==> config.mk <==
export PLATFORM = sky130hd
export DESIGN_NAME = dmem_arbiter
export DESIGN_NICKNAME = d
export VERILOG_FILES = /design/src/rtl/dmem_arb_pkg.sv /design/src/rtl/dmem_arb_starve_ctr.sv /design/src/rtl/dmem_arbiter.sv
export SDC_FILE = /design/constraint.sdc
export NUM_CORES = 1
export LEC_CHECK = 0
export CORE_AREA = 2 2 118 120
export DETAILED_ROUTE_END_ITERATION = 16
export DIE_AREA = 0 0 120 122
export SLEW_MARGIN = 20
export SYNTH_ARGS = -nofsm -noshare
export SYNTH_HDL_FRONTEND = slang
export SYNTH_SLANG_ARGS = --single-unit
==> constraint.sdc <==
create_clock -name clock -period 1.8 [get_ports clock]
set_input_delay 0.18 -clock clock [delete_from_list [all_inputs] [get_ports clock]]
set_output_delay 0.18 -clock clock [all_outputs]
set_load 0.005 [all_outputs]
==> src/rtl/dmem_arb_pkg.sv <==
// Shared types and constants for the data-memory arbiter.
package dmem_arb_pkg;

   typedef enum logic [1:0] {
      OWN_NONE = 2'd0,
      OWN_CPU  = 2'd1,
      OWN_HOST = 2'd2
   } rd_owner_t;

   localparam int STARVE_W = 4;

endpackage

==> src/rtl/dmem_arb_starve_ctr.sv <==
// Saturating contention counter: counts CPU wins over a waiting host, stops at limit.
module dmem_arb_starve_ctr
   import dmem_arb_pkg::*;
(
   input  logic                clock,
   input  logic                reset,
   input  logic                clear,
   input  logic                inc,
   input  logic [STARVE_W-1:0] limit,
   output logic [STARVE_W-1:0] count,
   output logic                at_limit
);

   assign at_limit = (count == limit);

   always_ff @(posedge clock) begin
      if (reset || clear)
         count <= '0;
      else if (inc && !at_limit)
         count <= count + 1'b1;
   end

endmodule

==> src/rtl/dmem_arbiter.sv <==
// Single-port data RAM arbiter: CPU fixed priority, host forced in after STARVE_LIMIT
// contended cycles. Optional perf counters under DMEM_ARB_PERF_EN.
//
// rd_owner   | meaning
// OWN_NONE   | no read returning this cycle
// OWN_CPU    | mem_rdata belongs to the CPU load issued last cycle
// OWN_HOST   | mem_rdata belongs to the host read issued last cycle
module dmem_arbiter
   import dmem_arb_pkg::*;
#(
   parameter int AW           = 32,
   parameter int DW           = 32,
   parameter int STARVE_LIMIT = 4
) (
   input  logic          clock,
   input  logic          reset,
   input  logic          cpu_req,
   input  logic          cpu_we,
   input  logic [AW-1:0] cpu_addr,
   input  logic [DW-1:0] cpu_wdata,
   output logic          cpu_stall,
   output logic          cpu_rvalid,
   output logic [DW-1:0] cpu_rdata,
   input  logic          host_req,
   input  logic          host_we,
   input  logic [AW-1:0] host_addr,
   input  logic [DW-1:0] host_wdata,
   output logic          host_gnt,
   output logic          host_rvalid,
   output logic [DW-1:0] host_rdata,
`ifdef DMEM_ARB_PERF_EN
   output logic [31:0]   stall_cycles,
   output logic [31:0]   host_xfers,
`endif
   output logic          mem_en,
   output logic          mem_we,
   output logic [AW-1:0] mem_addr,
   output logic [DW-1:0] mem_wdata,
   input  logic [DW-1:0] mem_rdata
);

   localparam logic [STARVE_W-1:0] LIMIT = STARVE_W'(STARVE_LIMIT);

   logic                cpu_win;
   logic                host_win;
   logic                at_limit;
   logic [STARVE_W-1:0] starve_cnt;
   rd_owner_t           rd_owner;
   rd_owner_t           rd_owner_nxt;

   // Nothing is granted while reset is held, so no RAM access or read return is launched.
   always_comb begin
      cpu_win  = 1'b0;
      host_win = 1'b0;
      if (!reset) begin
         if (cpu_req && host_req) begin
            host_win = at_limit;
            cpu_win  = !at_limit;
         end else begin
            cpu_win  = cpu_req;
            host_win = host_req;
         end
      end
   end

   assign cpu_stall = cpu_req & ~cpu_win;
   assign host_gnt  = host_win;

   always_comb begin
      mem_en    = 1'b0;
      mem_we    = 1'b0;
      mem_addr  = '0;
      mem_wdata = '0;
      if (cpu_win) begin
         mem_en    = 1'b1;
         mem_we    = cpu_we;
         mem_addr  = cpu_addr;
         mem_wdata = cpu_wdata;
      end else if (host_win) begin
         mem_en    = 1'b1;
         mem_we    = host_we;
         mem_addr  = host_addr;
         mem_wdata = host_wdata;
      end
   end

   dmem_arb_starve_ctr u_starve (
      .clock    (clock),
      .reset    (reset),
      .clear    (host_win | ~host_req),
      .inc      (cpu_win & host_req),
      .limit    (LIMIT),
      .count    (starve_cnt),
      .at_limit (at_limit)
   );

   always_ff @(posedge clock) begin
      if (reset)
         rd_owner <= OWN_NONE;
      else
         rd_owner <= rd_owner_nxt;
   end

   always_comb begin
      rd_owner_nxt = OWN_NONE;
      if (cpu_win && !cpu_we)
         rd_owner_nxt = OWN_CPU;
      else if (host_win && !host_we)
         rd_owner_nxt = OWN_HOST;
   end

   // Gating with reset kills a read return that lands in the first reset cycle.
   assign cpu_rvalid  = (rd_owner == OWN_CPU)  && !reset;
   assign host_rvalid = (rd_owner == OWN_HOST) && !reset;
   assign cpu_rdata   = cpu_rvalid  ? mem_rdata : '0;
   assign host_rdata  = host_rvalid ? mem_rdata : '0;

`ifdef DMEM_ARB_PERF_EN
   always_ff @(posedge clock) begin
      if (reset) begin
         stall_cycles <= '0;
         host_xfers   <= '0;
      end else begin
         if (cpu_stall && stall_cycles != '1)
            stall_cycles <= stall_cycles + 1'b1;
         if (host_gnt && host_xfers != '1)
            host_xfers <= host_xfers + 1'b1;
      end
   end
`endif

   logic unused_cnt;
   assign unused_cnt = ^starve_cnt;

endmodule

[Word level (Yosys, flattened, before mapping)]
Index checks and enable logic that the tools add are counted.
Word-level totals
  output and inout bits: 134
  word-level logic and storage cells: 40
  input bits: 166
  register bits: 6
Cells by class
  add/subtract/negate cells: 1
  reductions and logical operators: 12
  muxes and demuxes: 16
  bitwise gates (word level): 5
  equal/unequal tests: 3
Operators with widths (number)
  $mux W32: 6
  $mux W1: 9
  $logic_and A1 B1 Y1: 6
  $add A4 B1 Y4 const B: 1
  $eq A4 B3 Y1 const B: 1
  $logic_not A1 Y1: 4
  $and A1 B1 Y1: 2
  $eq A2 B1 Y1 const B: 1
  $eq A2 B2 Y1 const B: 1
  $mux W2: 1
  $not A1 Y1: 2
  $reduce_or A2 Y1: 1
  $logic_or A1 B1 Y1: 1
  $or A1 B1 Y1: 1

[Longest topological paths before layout]
Gate-level depths: netlist (run 1).
  word-level depth: 6
  depth in mapped cells: 7
  mapped depth without buffers: 5

[Modules after synthesis]
A second synthesis (run 1) with hierarchy kept.
Unflattened totals
  cell total of the unflattened synthesis: 347
  area, all modules: 2441.1 um^2
By module, submodules not included
  dmem_arbiter: cells each 321, seq. area each 40.0 um^2, instances 1, area an instance 2194.6 um^2
  dmem_arb_starve_ctr: cells each 26, seq. area each 80.1 um^2, instances 1, area an instance 246.5 um^2

[Least setup slack after synthesis (run 1)]
OpenSTA, ideal clock, no wires.
  kind: register to output
  from: reg u_starve.count[0]
  to: out mem_we
  setup slack: 249 ps
  path buffers: 1
  stages on the path, launching flop included: 7
  arrival: 1371 ps
  cell sequence: dfxtp_1 > inv_1 > ha_1 > nand3b_1 > o211a_1 > buf_4 > mux2_2
On the way
  word-level cells in the longest chain between the ends: 5
  elaborated cells between the ends (all ways): 8
  those cells by class: eq/ne: 1; mux: 6; reduce/logical: 1
RTL lines
  start: declaration: RTL line dmem_arb_starve_ctr.sv:10  | output logic [STARVE_W-1:0] count,
  start signal: assignment: RTL line dmem_arb_starve_ctr.sv:20  | count <= count + 1'b1;
  $eq A4 B3 Y1 (*): RTL line dmem_arb_starve_ctr.sv:14  | assign at_limit = (count == limit);
  $mux W1 or $logic_not A1 Y1 (tied branches): RTL line dmem_arbiter.sv:56, dmem_arbiter.sv:58
  $mux W1 (on tied branches): RTL line dmem_arbiter.sv:55, dmem_arbiter.sv:56
  $mux W1 (on tied branches): RTL line dmem_arbiter.sv:79, dmem_arbiter.sv:55
  $mux W1 (*): RTL line dmem_arbiter.sv:74  | if (cpu_win) begin
  end: declaration: RTL line dmem_arbiter.sv:36  | output logic mem_we,
Every way passes the cells marked *; elsewhere a longest branch is shown, timed or not.

[Worst setup path after layout (run 1)]
  from: reg u_starve.count[1]
  to: out mem_wdata[2]
On the way
  word-level cells in the longest chain between the ends: 5
  elaborated cells between the ends (all ways): 8
  those cells by class: eq/ne: 1; mux: 6; reduce/logical: 1
RTL lines
  $eq A4 B3 Y1 (*): RTL line dmem_arb_starve_ctr.sv:14
  $mux W1 or $logic_not A1 Y1 (tied branches): RTL line dmem_arbiter.sv:56, dmem_arbiter.sv:58
  $mux W1 (on tied branches): RTL line dmem_arbiter.sv:55, dmem_arbiter.sv:56
  $mux W32 or $mux W1 (tied branches): RTL line dmem_arbiter.sv:79, dmem_arbiter.sv:55
  $mux W32 (*): RTL line dmem_arbiter.sv:74
  end: declaration: RTL line dmem_arbiter.sv:38  | output logic [DW-1:0] mem_wdata,
Marks and branches as above.

==> results of run 1 <==
==> area by class of cell <==
type | instances | area share
repair buffers | 365 | 0.6892
multi-input cells | 151 | 0.2262
well taps | 180 | 0.04291
flip-flops and latches | 6 | 0.02384
clock buffers | 3 | 0.01430
inverters | 5 | 0.003576
==> how the worst min path moves through the flow <==
stage                      startpoint                end  slack [ns]  depth (start not counted)
floorplan                      cpu_we        rd_owner[0]        0.25                          1
global route        u_starve.count[0]  u_starve.count[0]        0.55                          2
detailed placement  u_starve.count[0]  u_starve.count[0]        0.52                          2
finish              u_starve.count[0]  u_starve.count[0]        0.53                          2
global placement    u_starve.count[0]  u_starve.count[0]        0.51                          2
CTS                 u_starve.count[0]  u_starve.count[0]        0.54                          2
==> flip-flops by register name, summed over array words and instances, names as in the netlist <==
register / cells
rd_owner: 2
u_starve.count: 4
==> worst max-delay path, stage by stage, from the launching register on <==
cell and delay, ns:
dfxtp_2 0.31, inv_2 0.07, ha_4 0.12, nand3b_1 0.11, buf_4 0.16, o211a_4 0.31, buf_12 0.17, buf_16 0.13
a22o_4 0.25, buf_6 0.11
==> repair_timing <==
| item | CTS | global route |
|---|---|---|
| cloned | 17 | 0 |
| pin swaps | 51 | 8 |
| gates resized for setup | 394 | 32 |
| setup endpoints to repair | 133 | 106 |
| buffers inserted | 30 | 3 |
| hold buffers | 0 | 0 |
==> layer usage <==
layer	part of all wire	global-route usage	vias to the layer above	wire (um)
met5	0	0	-	0
met4	0.011	0.03235	0	124
met3	0.087	0.02809	8	1020
met2	0.56	0.3146	187	6602
met1	0.34	0.1454	1294	4040
li1	-	-	1370	-
==> power groups by stage <==
stage	logic [mW]	registers (mW)	clock network (mW)
2_1_floorplan	0.180	0.140	0
3_3_place_gp	0.817	0.140	0
3_5_place_dp	0.822	0.140	0
4_1_cts	0.920	0.139	0.364
5_1_grt	0.970	0.139	0.373
6_report	0.915	0.139	0.360
==> synth_stat cells, drive strengths merged <==
library cell,n
a21oi,1
inv,5
and2,64
nand2,1
buf,10
a22o,64
clkbuf,10
nand2b,1
nor3,4
nor2,2
nor2b,3
o211a,1
nor3b,3
xnor2,1
ha,2
mux2,1
xor2,1
dfxtp,6
nand3b,1
nand3,1
==> through the flow <==
| stage | hold slack, ns | TNS, ns | util |
|---|---|---|---|
| after floorplan | 0.2516 | 0 | - |
| after global placement | 0.5068 | -39.02 | 0.3482 |
| after detailed placement | 0.5196 | -40.44 | 0.3482 |
| after CTS | 0.5361 | -19.52 | 0.3888 |
| after global routing | 0.5496 | -23.01 | 0.3887 |
| final | 0.5347 | -18.98 | 0.3887 |
==> logic make-up after synthesis <==
kind of cell	Yosys count	share of synthesized area
xor gates and xnor gates	2	0.01271
adders and majority gates	2	0.01815
buffers and inverters	25	0.09982
AOI/OAI and AO/OA	66	0.4174
muxes	1	0.008166
and+or+nand+nor	80	0.3566
DFF	6	0.08712
==> layout by cell type, fill, tap and decap left out <==
cell / count
buf_16: 13
nand2b_1: 1
inv_1: 3
buf_4: 17
xor2_1: 1
a21oi_4: 1
nor3b_4: 2
buf_2: 66
ha_1: 1
ha_4: 1
o211a_4: 1
a22o_4: 1
dlymetal6s2s_1: 1
buf_6: 22
nand2_1: 1
nor2_1: 2
clkdlybuf4s15_1: 8
nand3b_1: 1
inv_2: 2
clkbuf_2: 14
dlygate4sd2_1: 41
mux2_4: 1
dfxtp_2: 4
and2_1: 64
bufbuf_16: 3
clkdlybuf4s15_2: 2
clkdlybuf4s50_1: 165
clkbuf_16: 3
nor2b_1: 3
xnor2_1: 1
nor3b_1: 1
nand3_1: 1
dfxtp_1: 2
nor3_1: 4
a22o_1: 63
buf_12: 13
==> flow_summary.toml, run 1 <==
[critical_path]
worstPathRequired_ns = 1.62
timing.rr.start = "u_starve.count[1]"
worst-setup-path-type = "reg -> out"
worstRegToRegCells = 9
critical_path.startpoint = "u_starve.count[1]"
worstReg2RegEnd = "rd_owner[0]"
cp-start-kind = "flop"
cp_max_fo = 6
regToRegSetupSlack_ns = 0.07
endpoint = "mem_wdata[2]"
critical_path_arrival_ns = 1.98
endpoint_kind = "primary output"

[power]
powerDensity_nw_per_um2 = 269.4
p_total_mw = 1.414
p_leak_nw = 2.563
internal_power_mw = 1.065
pwr-share-clk = 0.254
switching_share = 0.2466
seqPwrFrac = 0.098
ir_drop_uv = 208.4
power_frac_comb = 0.647
switchingPower_uw = 348.7

[final_layout]
layoutNonFillerInstCount = 710
ff_latch_area_um2 = 125.1
nets = 700
layout-drive-gt1-share = 0.3132
fill_cells = 1389
diodes = 0
final_cell_area_um2 = 5249
areaGrowthSynthToFinish_pct = 280.7
multi_input_area_um2 = 1187

[floorplan]
dieHeight_um = 122
ios = 300
core_um2 = 13500
start_util = 0.1021
row_count = 43
die_width_um = 120
dieArea_um2 = 14640

[placement]
gp_congestion = 0.7231
io_buffers = 299
detailed_place_hpwl_mm = 8.040
dpl_cell_area_um2 = 4702
dpl.cell_count = 658
dp_slack_ns = -0.4021

[global_routing]
grt_pass1_vias = 2925
grt_pass1_wl_mm = 16.56
grt_usage = 0.1484
grt_max_degree = 13
overflow = 0
antenna_found_initial = 0

[route]
drt_pass1_iterations = 4
drc = 0
drtIter0Drc = 58
wl_mm = 11.79
via_per_inst = 4.027
vias = 2859
final_antenna_net_count = 0
wire_per_inst_um = 16.60

[clock_tree]
insertion_delay_ns = 0.23
cts_made_buffers = 3
clockBufferDepth = 2
cts_tree = "done"
htreeDepth = 1
cts.reportedPaths.clkPinSlew_ns = 0.03
cts-root-buf = "clkbuf_16"
cts.sinks = 6

[yosys]
synth_top_area_cell = "a22o_1"
yosysWarnings = 0
synth.distinct_cells = 22
yosysTopAreaCellShare = 0.4065
synth_top_cells_by_area = "a22o_1 (41%), and2_1 (29%), dfxtp_1 (8.7%)"
netlist_area_um2 = 1379
seq_area_frac_synth = 0.08711
netlist_instances = 182
ys_ff_latch = 6
avgSynthCellArea_um2 = 7.576
syn_nets = 350

[sta]
setup_ws_ns = -0.3630
timing.final.crit_share = 1.202
setup_violations = 67
period_needed_ns = 2.163
tightest_slew_ns = 0.2380
drv_slew = 0
relSlewSlack = 0.8419
finClkSkew_ns = 0.001360
final-hold-violation-count = 0
fmax_ghz = 0.4623
rsz0062_at_grt = "yes"

[status]
violations = "setup timing"
status = "complete, but fails checks"

[flow_run]
drv_cap = 0

[hold_path]
holdCritPathClass = "reg -> reg"
No activity file was read; power rests on OpenSTA's default activity.
==> run 2: changes to the inputs <==
Clock period 1.8 ns to 2.48 ns, I/O delays scaled along.
==> run 2 against run 1 <==
  * Core utilization fell by 2.7 points
  * Combinational power fell by 36%
  * The flow now finishes without violations
  * Final cell count fell by 7.5%
  * Highest routed layer unchanged
  * Largest power group unchanged
  * Non-clock buffer count fell by 53
  * Sequential share of layout area rose by 0.10 points
==> flow_summary.toml, run 2 (synthesis results as in run 1) <==
[status]
status = "finished, final reports clean"

[final_layout]
ff_latch_area_um2 = 121.4
final_cell_mix = "clkdlybuf4s50_1 (263), a22o_1 (64), and2_1 (64)"
layoutNonFillerInstCount = 657
regMostFlops = "u_starve.count"
layout-drive-gt1-share = 0.04612
final_cell_area_um2 = 4881
nets = 647
diodes = 0
largest_reg_flops = 4
areaGrowthSynthToFinish_pct = 254.0
reg_top3 = "u_starve.count: 4 flops, rd_owner: 2 flops"
layout_commonest_cell = "clkdlybuf4s50_1"
multi_input_area_um2 = 1150
fill_cells = 1343

[sta]
timing.final.crit_share = 0.9728
rsz0062_at_grt = "yes"
drv_slew = 0
tightest_slew_ns = 0.2587
setup_ws_ns = 0.06756
whs_ns = 0.4371
setup_violations = 0
relSlewSlack = 0.8268
period_needed_ns = 2.412
finClkSkew_ns = 0.0006227
final-hold-violation-count = 0
fmax_ghz = 0.4145

[clock_tree]
cts_tree = "done"
cts-root-buf = "clkbuf_16"
cts.reportedPaths.clkPinSlew_ns = 0.03
cts_made_buffers = 3
cts_hold_buffers = 0
cts.sinks = 6
insertion_delay_ns = 0.22
clockBufferDepth = 2
htreeDepth = 1

[floorplan]
dieArea_um2 = 14640
dieHeight_um = 122
core_um2 = 13500
row_count = 43
start_util = 0.1021
ios = 300
die_width_um = 120

[placement]
dpl_cell_area_um2 = 4649
dpl.cell_count = 651
detailed_place_hpwl_mm = 8.182
io_buffers = 299
dp_slack_ns = 0.1904
gp_congestion = 0.7410

[route]
drtIter0Drc = 53
drc = 0
drt_pass1_iterations = 4
via_per_inst = 3.924
wl_mm = 9.743
wire_per_inst_um = 14.83
vias = 2578
final_antenna_net_count = 0

[global_routing]
overflow = 0
grt_max_degree = 37
grt_pass1_vias = 2555
grt_pass1_wl_mm = 13.19
antenna_found_initial = 0
grt_usage = 0.1123

[critical_path]
endpoint_kind = "primary output"
cp_cell_sequence = "inv_1 > ha_1 > nand3b_1 > buf_4 > a21oi_4 > buf_12 > a22o_1 > clkdlybuf4s50_1"
timing.rr.start = "u_starve.count[0]"
cpMaxStageDelayCell = "clkdlybuf4s50_1"
cp-start-kind = "flop"
cpPeakStageDelay_ns = 0.50
worstPathRequired_ns = 2.23
worst-setup-path-type = "reg -> out"
critical_path.startpoint = "u_starve.count[0]"
cp_max_fo = 35
critical_path_arrival_ns = 2.16

[power]
p_leak_nw = 2.339
ir_drop_uv = 158.3
powerDensity_nw_per_um2 = 193.9

[flow_run]
drv_cap = 0

[hold_path]
holdCritPathClass = "reg -> reg"
min_from = "u_starve.count[0]"
-- run 2: through the flow --
stage | TNS, ns | utilization | power, mW
6_report | 0 | 0.3614 | 0.9466
3_3_place_gp | 0 | 0.3443 | 0.6896
5_1_grt | -0.2098 | 0.3614 | 0.9958
2_1_floorplan | 0 | - | 0.2318
4_1_cts | 0 | 0.3504 | 0.9572
3_5_place_dp | 0 | 0.3443 | 0.6944
-- run 2: worst max-delay path, delay by kind of cell, from the launching register on --
kind                       cells  cell delay (ns)
AOI/OAI and AO/OA              2             0.36
DFF                            1             0.33
buffers and inverters          4             0.95
adders and majority gates      1             0.14
and+or+nand+nor                1             0.14
-- run 2: final cells by class --
type	count	area share
Tap cell	180	0.04614
Multi-Input combinational cell	151	0.2356
Inverter	5	0.003845
Timing Repair Buffer	312	0.6742
Clock buffer	3	0.01538
Sequential cell	6	0.02487
-- run 2: report_power, final --
group	switching [mW]	internal, mW	leakage (nW)
Combinational	0.161	0.429	2.25
Clock	0.0496	0.206	0.0370
Sequential	0.00146	0.0993	0.0491
Total	0.212	0.735	2.34
-- run 2: what timing repair did --
action,CTS,global route
buffers inserted,0,1
pin swaps,0,7
gates cloned,0,2
hold endpoints to repair,0,0
endpoints found under the setup margin,10,61
gates resized for setup,1,37
-- run 2: path summary, 6_finish.rpt --
check                           end  slack [ns]  cells past startpoint
setup / recovery      mem_wdata[22]        0.07                      8
hold / removal    u_starve.count[0]        0.44                      1
setup reg to reg        rd_owner[0]        1.03                      6
hold reg to reg   u_starve.count[0]        0.44                      1
-- run 2: routing by layer --
metal / GRT usage / wire length (um) / part of all wire / vias up
li1: - / - / - / 1257
met1: 0.1120 / 3330 / 0.34 / 1137
met2: 0.2319 / 5415 / 0.56 / 180
met3: 0.02762 / 925 / 0.095 / 4
met4: 0.02206 / 72 / 0.0074 / 0
met5: 0 / 0 / 0 / -
